===== src/rtl/mult_sched_pkg.sv =====
// Shared types and constants for the limb-pair multiply scheduler.
// Optional performance counters are enabled with SCHED_PERF_CNT_EN.
package mult_sched_pkg;

    localparam int LIMB_W    = 56;
    localparam int MAX_LIMBS = 55;
    localparam int IDX_W     = 6;

    typedef logic [IDX_W-1:0] limb_idx_t;
    typedef logic [IDX_W:0]   col_idx_t;

    typedef enum logic [2:0] {
        IDLE  = 3'd0,
        ISSUE = 3'd1,
        WAIT  = 3'd2,
        WRITE = 3'd3,
        DONE  = 3'd4
    } sched_state_e;

    function automatic logic len_ok(input limb_idx_t n);
        return (n != '0) && (n <= limb_idx_t'(MAX_LIMBS));
    endfunction

endpackage


===== src/rtl/mult_limb_scheduler_if.sv =====
// Bundle of control, multiplier and accumulator signals around the scheduler.
// master = scheduler side, slave = operand store / datapath side.
interface mult_limb_scheduler_if;
    import mult_sched_pkg::*;

    logic         start;
    logic         abort;
    limb_idx_t    na;
    limb_idx_t    nb;
    logic         busy;
    logic         done;
    logic         len_err;
    limb_idx_t    a_idx;
    limb_idx_t    b_idx;
    logic         mul_en;
    logic         mul_done;
    logic         acc_wr;
    col_idx_t     acc_col;
    logic         acc_clr;
    logic         acc_ready;
    logic [31:0]  cyc_cnt;
    logic [31:0]  stall_cnt;
    sched_state_e dbg_state;

    // mul_en/mul_done are single-cycle pulses; acc_wr is a valid held until acc_ready
    // is seen high on the same edge, and a write transfers only on acc_wr && acc_ready.
    modport master (
        input  start, abort, na, nb, mul_done, acc_ready,
        output busy, done, len_err, a_idx, b_idx, mul_en,
               acc_wr, acc_col, acc_clr, cyc_cnt, stall_cnt, dbg_state
    );

    modport slave (
        output start, abort, na, nb, mul_done, acc_ready,
        input  busy, done, len_err, a_idx, b_idx, mul_en,
               acc_wr, acc_col, acc_clr, cyc_cnt, stall_cnt, dbg_state
    );

endinterface


===== src/rtl/mult_sched_idx_cnt.sv =====
// Nested (i outer, j inner) limb-pair counter with clear, advance and last-pair flag.
// Advancing past the last pair wraps both indices back to zero.
module mult_sched_idx_cnt
    import mult_sched_pkg::*;
(
    input  logic      clk,
    input  logic      rst,
    input  logic      clr_i,
    input  logic      adv_i,
    input  limb_idx_t na_i,
    input  limb_idx_t nb_i,
    output limb_idx_t i_o,
    output limb_idx_t j_o,
    output logic      last_o
);

    limb_idx_t i_q, i_d;
    limb_idx_t j_q, j_d;
    logic      j_last;

    assign j_last = (j_q == limb_idx_t'(nb_i - 1'b1));
    assign last_o = j_last && (i_q == limb_idx_t'(na_i - 1'b1));
    assign i_o    = i_q;
    assign j_o    = j_q;

    always_comb begin
        i_d = i_q;
        j_d = j_q;
        if (clr_i) begin
            i_d = '0;
            j_d = '0;
        end else if (adv_i) begin
            if (last_o) begin
                i_d = '0;
                j_d = '0;
            end else if (j_last) begin
                i_d = i_q + 1'b1;
                j_d = '0;
            end else begin
                j_d = j_q + 1'b1;
            end
        end
    end

    always_ff @(posedge clk) begin
        if (rst) begin
            i_q <= '0;
            j_q <= '0;
        end else begin
            i_q <= i_d;
            j_q <= j_d;
        end
    end

endmodule


===== src/rtl/mult_limb_scheduler.sv =====
// Walks all (i,j) limb pairs, issuing one multiply per pair and writing to column i+j.
// Define SCHED_PERF_CNT_EN to enable the cyc_cnt/stall_cnt performance counters.
module mult_limb_scheduler
    import mult_sched_pkg::*;
(
    input  logic                 clk,
    input  logic                 rst,
    mult_limb_scheduler_if.master bus
);

    sched_state_e state_q, state_d;
    limb_idx_t    na_q, na_d;
    limb_idx_t    nb_q, nb_d;
    logic         len_err_q, len_err_d;
    logic         accept;
    logic         lens_ok;
    logic         cnt_clr;
    logic         cnt_adv;
    logic         cnt_last;
    logic         active;
    limb_idx_t    i_idx;
    limb_idx_t    j_idx;

    assign accept  = (state_q == IDLE) && bus.start && !bus.abort;
    assign lens_ok = len_ok(bus.na) && len_ok(bus.nb);

    mult_sched_idx_cnt u_idx_cnt (
        .clk    (clk),
        .rst    (rst),
        .clr_i  (cnt_clr),
        .adv_i  (cnt_adv),
        .na_i   (na_q),
        .nb_i   (nb_q),
        .i_o    (i_idx),
        .j_o    (j_idx),
        .last_o (cnt_last)
    );

    always_comb begin
        state_d   = state_q;
        na_d      = na_q;
        nb_d      = nb_q;
        len_err_d = len_err_q;
        cnt_clr   = 1'b0;
        cnt_adv   = 1'b0;
        unique case (state_q)
            IDLE: begin
                if (accept) begin
                    na_d      = bus.na;
                    nb_d      = bus.nb;
                    len_err_d = !lens_ok;
                    cnt_clr   = 1'b1;
                    state_d   = lens_ok ? ISSUE : DONE;
                end
            end
            ISSUE: state_d = WAIT;
            WAIT: begin
                if (bus.mul_done) state_d = WRITE;
            end
            WRITE: begin
                if (bus.acc_ready) begin
                    cnt_adv = 1'b1;
                    state_d = cnt_last ? DONE : ISSUE;
                end
            end
            DONE: begin
                len_err_d = 1'b0;
                state_d   = IDLE;
            end
            default: state_d = IDLE;
        endcase
        // Abort drops the run without a done pulse and restores reset values.
        if (bus.abort && (state_q != IDLE)) begin
            state_d   = IDLE;
            na_d      = '0;
            nb_d      = '0;
            len_err_d = 1'b0;
            cnt_clr   = 1'b1;
        end
    end

    always_ff @(posedge clk) begin
        if (rst) begin
            state_q   <= IDLE;
            na_q      <= '0;
            nb_q      <= '0;
            len_err_q <= 1'b0;
        end else begin
            state_q   <= state_d;
            na_q      <= na_d;
            nb_q      <= nb_d;
            len_err_q <= len_err_d;
        end
    end

    assign active = (state_q == ISSUE) || (state_q == WAIT) || (state_q == WRITE);

    always_comb begin
        bus.busy      = (state_q != IDLE);
        bus.done      = (state_q == DONE);
        bus.len_err   = (state_q == DONE) && len_err_q;
        bus.mul_en    = (state_q == ISSUE);
        bus.acc_wr    = (state_q == WRITE);
        bus.acc_clr   = (state_q == WRITE) && (i_idx == '0) && (j_idx == '0);
        bus.a_idx     = active ? i_idx : '0;
        bus.b_idx     = active ? j_idx : '0;
        bus.acc_col   = active ? (col_idx_t'(i_idx) + col_idx_t'(j_idx)) : '0;
        bus.dbg_state = state_q;
    end

`ifdef SCHED_PERF_CNT_EN
    logic [31:0] cyc_q;
    logic [31:0] stall_q;

    always_ff @(posedge clk) begin
        if (rst || bus.abort) begin
            cyc_q   <= '0;
            stall_q <= '0;
        end else if (accept) begin
            cyc_q   <= '0;
            stall_q <= '0;
        end else begin
            if (state_q != IDLE) cyc_q <= cyc_q + 32'd1;
            if ((state_q == WRITE) && !bus.acc_ready) stall_q <= stall_q + 32'd1;
        end
    end

    assign bus.cyc_cnt   = cyc_q;
    assign bus.stall_cnt = stall_q;
`else
    assign bus.cyc_cnt   = '0;
    assign bus.stall_cnt = '0;
`endif

endmodule

===== src/flat_wrapper.sv =====
// flat-port wrapper written by rule: the top's interface ports become plain ports
module mult_limb_scheduler_flat import mult_sched_pkg::*;
  (clk, rst, bus_start, bus_abort, bus_na, bus_nb, bus_mul_done, bus_acc_ready, bus_busy, bus_done, bus_len_err, bus_a_idx, bus_b_idx, bus_mul_en, bus_acc_wr, bus_acc_col, bus_acc_clr, bus_cyc_cnt, bus_stall_cnt, bus_dbg_state);
  mult_limb_scheduler_if bus_i ();
  input  logic clk;
  input  logic rst;
  input wire logic [$bits(bus_i.start)-1:0] bus_start;
  input wire logic [$bits(bus_i.abort)-1:0] bus_abort;
  input wire logic [$bits(bus_i.na)-1:0] bus_na;
  input wire logic [$bits(bus_i.nb)-1:0] bus_nb;
  input wire logic [$bits(bus_i.mul_done)-1:0] bus_mul_done;
  input wire logic [$bits(bus_i.acc_ready)-1:0] bus_acc_ready;
  output wire logic [$bits(bus_i.busy)-1:0] bus_busy;
  output wire logic [$bits(bus_i.done)-1:0] bus_done;
  output wire logic [$bits(bus_i.len_err)-1:0] bus_len_err;
  output wire logic [$bits(bus_i.a_idx)-1:0] bus_a_idx;
  output wire logic [$bits(bus_i.b_idx)-1:0] bus_b_idx;
  output wire logic [$bits(bus_i.mul_en)-1:0] bus_mul_en;
  output wire logic [$bits(bus_i.acc_wr)-1:0] bus_acc_wr;
  output wire logic [$bits(bus_i.acc_col)-1:0] bus_acc_col;
  output wire logic [$bits(bus_i.acc_clr)-1:0] bus_acc_clr;
  output wire logic [$bits(bus_i.cyc_cnt)-1:0] bus_cyc_cnt;
  output wire logic [$bits(bus_i.stall_cnt)-1:0] bus_stall_cnt;
  output wire logic [$bits(bus_i.dbg_state)-1:0] bus_dbg_state;
  assign bus_i.start = bus_start;
  assign bus_i.abort = bus_abort;
  assign bus_i.na = bus_na;
  assign bus_i.nb = bus_nb;
  assign bus_i.mul_done = bus_mul_done;
  assign bus_i.acc_ready = bus_acc_ready;
  assign bus_busy = bus_i.busy;
  assign bus_done = bus_i.done;
  assign bus_len_err = bus_i.len_err;
  assign bus_a_idx = bus_i.a_idx;
  assign bus_b_idx = bus_i.b_idx;
  assign bus_mul_en = bus_i.mul_en;
  assign bus_acc_wr = bus_i.acc_wr;
  assign bus_acc_col = bus_i.acc_col;
  assign bus_acc_clr = bus_i.acc_clr;
  assign bus_cyc_cnt = bus_i.cyc_cnt;
  assign bus_stall_cnt = bus_i.stall_cnt;
  assign bus_dbg_state = bus_i.dbg_state;
  mult_limb_scheduler u_core (.clk(clk), .rst(rst), .bus(bus_i));
endmodule

===== config.mk =====
export PLATFORM = sky130hd
export DESIGN_NAME = mult_limb_scheduler_flat
export DESIGN_NICKNAME = d
export VERILOG_FILES = /design/src/rtl/mult_sched_pkg.sv /design/src/rtl/mult_limb_scheduler_if.sv /design/src/rtl/mult_sched_idx_cnt.sv /design/src/rtl/mult_limb_scheduler.sv /design/src/flat_wrapper.sv
export SDC_FILE = /design/constraint.sdc
export NUM_CORES = 1
export LEC_CHECK = 0
export CORE_MARGIN = 5
export CORE_UTILIZATION = 27
export DETAILED_ROUTE_END_ITERATION = 8
export MAX_ROUTING_LAYER = met4
export SLEW_MARGIN = 20
export SYNTH_ARGS = -nofsm -noshare
export SYNTH_HDL_FRONTEND = slang
export SYNTH_SLANG_ARGS = --single-unit

===== constraint.sdc =====
create_clock -name clk -period 5.6 [get_ports clk]
set_input_delay 1.12 -clock clk [delete_from_list [all_inputs] [get_ports clk]]
set_output_delay 1.12 -clock clk [all_outputs]
set_load 0.02 [all_outputs]

==> metrics.md <==
| Metric | Value |
|---|---|
| Leak Pwr | 1.161 nW |
| Cts repair resizes | 0 |
| Fillers | 982 |
| Min-delay worst type | flip-flop to flip-flop |
| Crit Path Max Fanout | 6 |
| Largest net degree at the start of global routing | 17 |
| Reg2reg start | u_core.bus.dbg_state[2] |
| Maxcap violations | 0 |
| Die area | 11,170 um^2 |
| Core area | 9065 um^2 |
| Hpwl dp | 4847 um |
| # rows | 35 |
| Hold Path Depth | 2 |
| Hold_buf cts | 0 |
| Buffer count from post-CTS setup fixing | 0 |
| Outcome | finished clean |
| Area contributors post-synth | dfxtp_1 (23%), buf_4 (19%), ha_1 (6.1%) |
| Area Growth Syn to Fin | 15.59% |
| Shortest period the worst path allows | 3.783 ns |
| Worst Path Required | 4.48 ns |
| R2r worst-path depth | 6 |
| First-pass GRT wire length | 9763 um |
| IO buf count | 45 |
| CTS buffer count | 3 |
| RSZ-0062 raised after global routing | no |
| Share of layout cells above drive strength 1 | 0.02957 |
| Worst hold path endpoint | u_core.len_err_q |
| Synth Cell Area | 2471 um^2 |
| Nets@finish | 404 |
| Fin cells | 483 |
| Fmax | 264.4 MHz |
| # setup viols final | 0 |
| Chip Width | 105.7 um |
| Area leader, netlist | dfxtp_1 |
| Asr flop ratio synth | 0 |
| H-tree depth | 1 |
| Syn Inst Count | 333 |
| CTS tree | built |
| Peak supply drop | 95.50 uV |
| Most frequent cells in the layout | conb_1 (64), clkdlybuf4s50_1 (45), nand2_1 (33) |
| Vias | 2,136 |
| Clock root buffer | clkbuf_8 |
| Worst clock skew | 0.001271 ns |
| Number of flops mapped to enable cells by yosys | 0 |
| Worst slew margin | 0.4240 |
| Most common cell after layout, fill and taps aside | conb_1 |
| Crit end category | primary output |
| Placed insts | 479 |
| Kind of critical path | flip-flop to primary output |
| Clock-pin slew on the worst setup and hold paths | 0.10 ns |
| Antenna violations before repair | 0 |
| Routed len/inst | 12.42 um |
| Fin Setup TNS | 0 ns |
| FF-to-FF setup slack | 3.01 ns |
| Tot GR Track Use | 0.1065 |
| Critical Path Start Type | flip-flop |
| Final hold vios | 0 |
| Vias per cell | 4.422 |
| Drt drc | 0 |
| Most used DFF post-synth | dfxtp_1 |
| PwrDens | 176.4 nW/um^2 |
| CTS max path bufs | 2 |
| Fin. max-slew vios | 0 |
| 1st-iter DRT viols | 112 |
| Synth cell types | 44 |
| Starting Density | 0.2726 |
| Synth Warn # | 0 |
| Die height | 105.7 um |
| Yosys top cell area share | 0.2268 |
| Crit path DAT | 2.66 ns |
| Slew at the pin closest to its max-slew limit | 0.8608 ns |
| CTS sink count | 28 |
| Period Utilization, post-route | 0.6755 |
| Vias in the first global route | 1,987 |
| FF/Latch Area | 560.5 um^2 |
| Antenna viol nets, final | 0 |
| GPL Wtd Cong | 0.8613 |
| Number of I/O pins | 110 |
| Register area share after synthesis | 0.2268 |
| Count of TritonRoute iterations in the first routing pass | 4 |
| Synth Register Bits | 28 |
| Antenna cells | 0 |
| Worst Hold Launch | u_core.len_err_q |
| Clk_lat worst skew | 0.28 ns |
| GRT Residual Overflow | 0 |
| Routed WL | 6000 um |
| R2R Path End | u_core.u_idx_cnt.i_o[4] |
| Mean Syn Cell Area | 7.421 um^2 |
| Multi-input gate area | 1579 um^2 |
[critical path: stages, from the launching register on]
cell and delay (ns):
dfxtp_1 0.47, ha_1 0.21, inv_1 0.06, fa_1 0.37
nor2b_1 0.15, o21ai_0 0.11, nand2b_1 0.12, a21o_1 0.13
a21oi_1 0.06, nor2_1 0.09, clkdlybuf4s50_1 0.62
[power by group]
| group | internal (mW) | switching (mW) | total [mW] | leakage [nW] |
|---|---|---|---|---|
| sequential | 0.205 | 0.00817 | 0.214 | 0.227 |
| combinational | 0.0400 | 0.0887 | 0.129 | 0.899 |
| clock | 0.0958 | 0.0659 | 0.162 | 0.0357 |
[cell type report]
cell class,instances,area share
multi-input combinational,281,0.5528
sequential,28,0.1962
timing repair buffer,46,0.1603
tap,111,0.04862
inverter,13,0.01708
clock buffer,3,0.01445
clock inverter,1,0.01051
[cell families after synthesis]
group / after synthesis / share of synthesized area
AO/OA/AOI/OAI: 50 / 0.1332
XOR/XNOR: 17 / 0.06026
adder cells (fa/ha/maj): 13 / 0.06886
buffers and inverters: 87 / 0.2299
flip-flops: 28 / 0.2268
multiplexers: 1 / 0.004051
other: 1 / 0.001518
AND/OR/NAND/NOR: 136 / 0.2754
[sequential cells by signal, indices dropped and copies added (netlist names)]
signal	count
u_core.len_err_q	1
u_core.bus.dbg_state	3
u_core.u_idx_cnt.j_o	6
u_core.nb_q	6
u_core.na_q	6
u_core.u_idx_cnt.i_o	6
[worst max path at each step]
| stage | slack (ns) | from | depth (start not counted) | end |
|---|---|---|---|---|
| floorplan | 2.74 | u_core.u_idx_cnt.j_o[0] | 9 | bus_acc_col[6] |
| global placement | 2.24 | u_core.u_idx_cnt.j_o[0] | 10 | bus_acc_col[6] |
| detailed placement | 2.12 | u_core.u_idx_cnt.j_o[0] | 10 | bus_acc_col[6] |
| CTS | 1.81 | u_core.u_idx_cnt.j_o[0] | 10 | bus_acc_col[6] |
| global route | 1.67 | u_core.u_idx_cnt.j_o[0] | 10 | bus_acc_col[6] |
| finish | 1.82 | u_core.u_idx_cnt.j_o[0] | 10 | bus_acc_col[6] |
[synth_stat cells, types with 5 or more instances]
master      n
a21oi_1    21
and2_1     11
buf_4      64
clkbuf_1    9
dfxtp_1    28
ha_1       12
inv_1      13
nand2_1    33
nand3_1    30
nor2_1     22
nor3_1      9
nor4_1      5
o2bb2ai_1   6
xnor2_1     9
xor2_1      8
[per-layer routing]
metal	global-route usage	up-vias	share of wire
met5	-	-	0
met4	0.02220	0	0.0063
met3	0.02205	5	0.070
met2	0.1576	85	0.42
met1	0.1500	960	0.50
li1	-	1086	-
[stage by stage]
step	power [mW]	hold WS [ns]	worst slack, ns	util	instance area (um^2)
6_report	0.5038	0.4773	1.817	0.3151	2856
5_1_grt	0.5298	0.5014	1.672	0.3151	2856
4_1_cts	0.5054	0.4805	1.810	0.3151	2856
3_5_place_dp	0.3447	0.4612	2.124	0.3072	2785
3_3_place_gp	0.3442	0.4502	2.238	0.3072	2785
2_1_floorplan	0.3453	0.4403	2.736	-	2708
No activity file was read; power rests on OpenSTA's default activity.
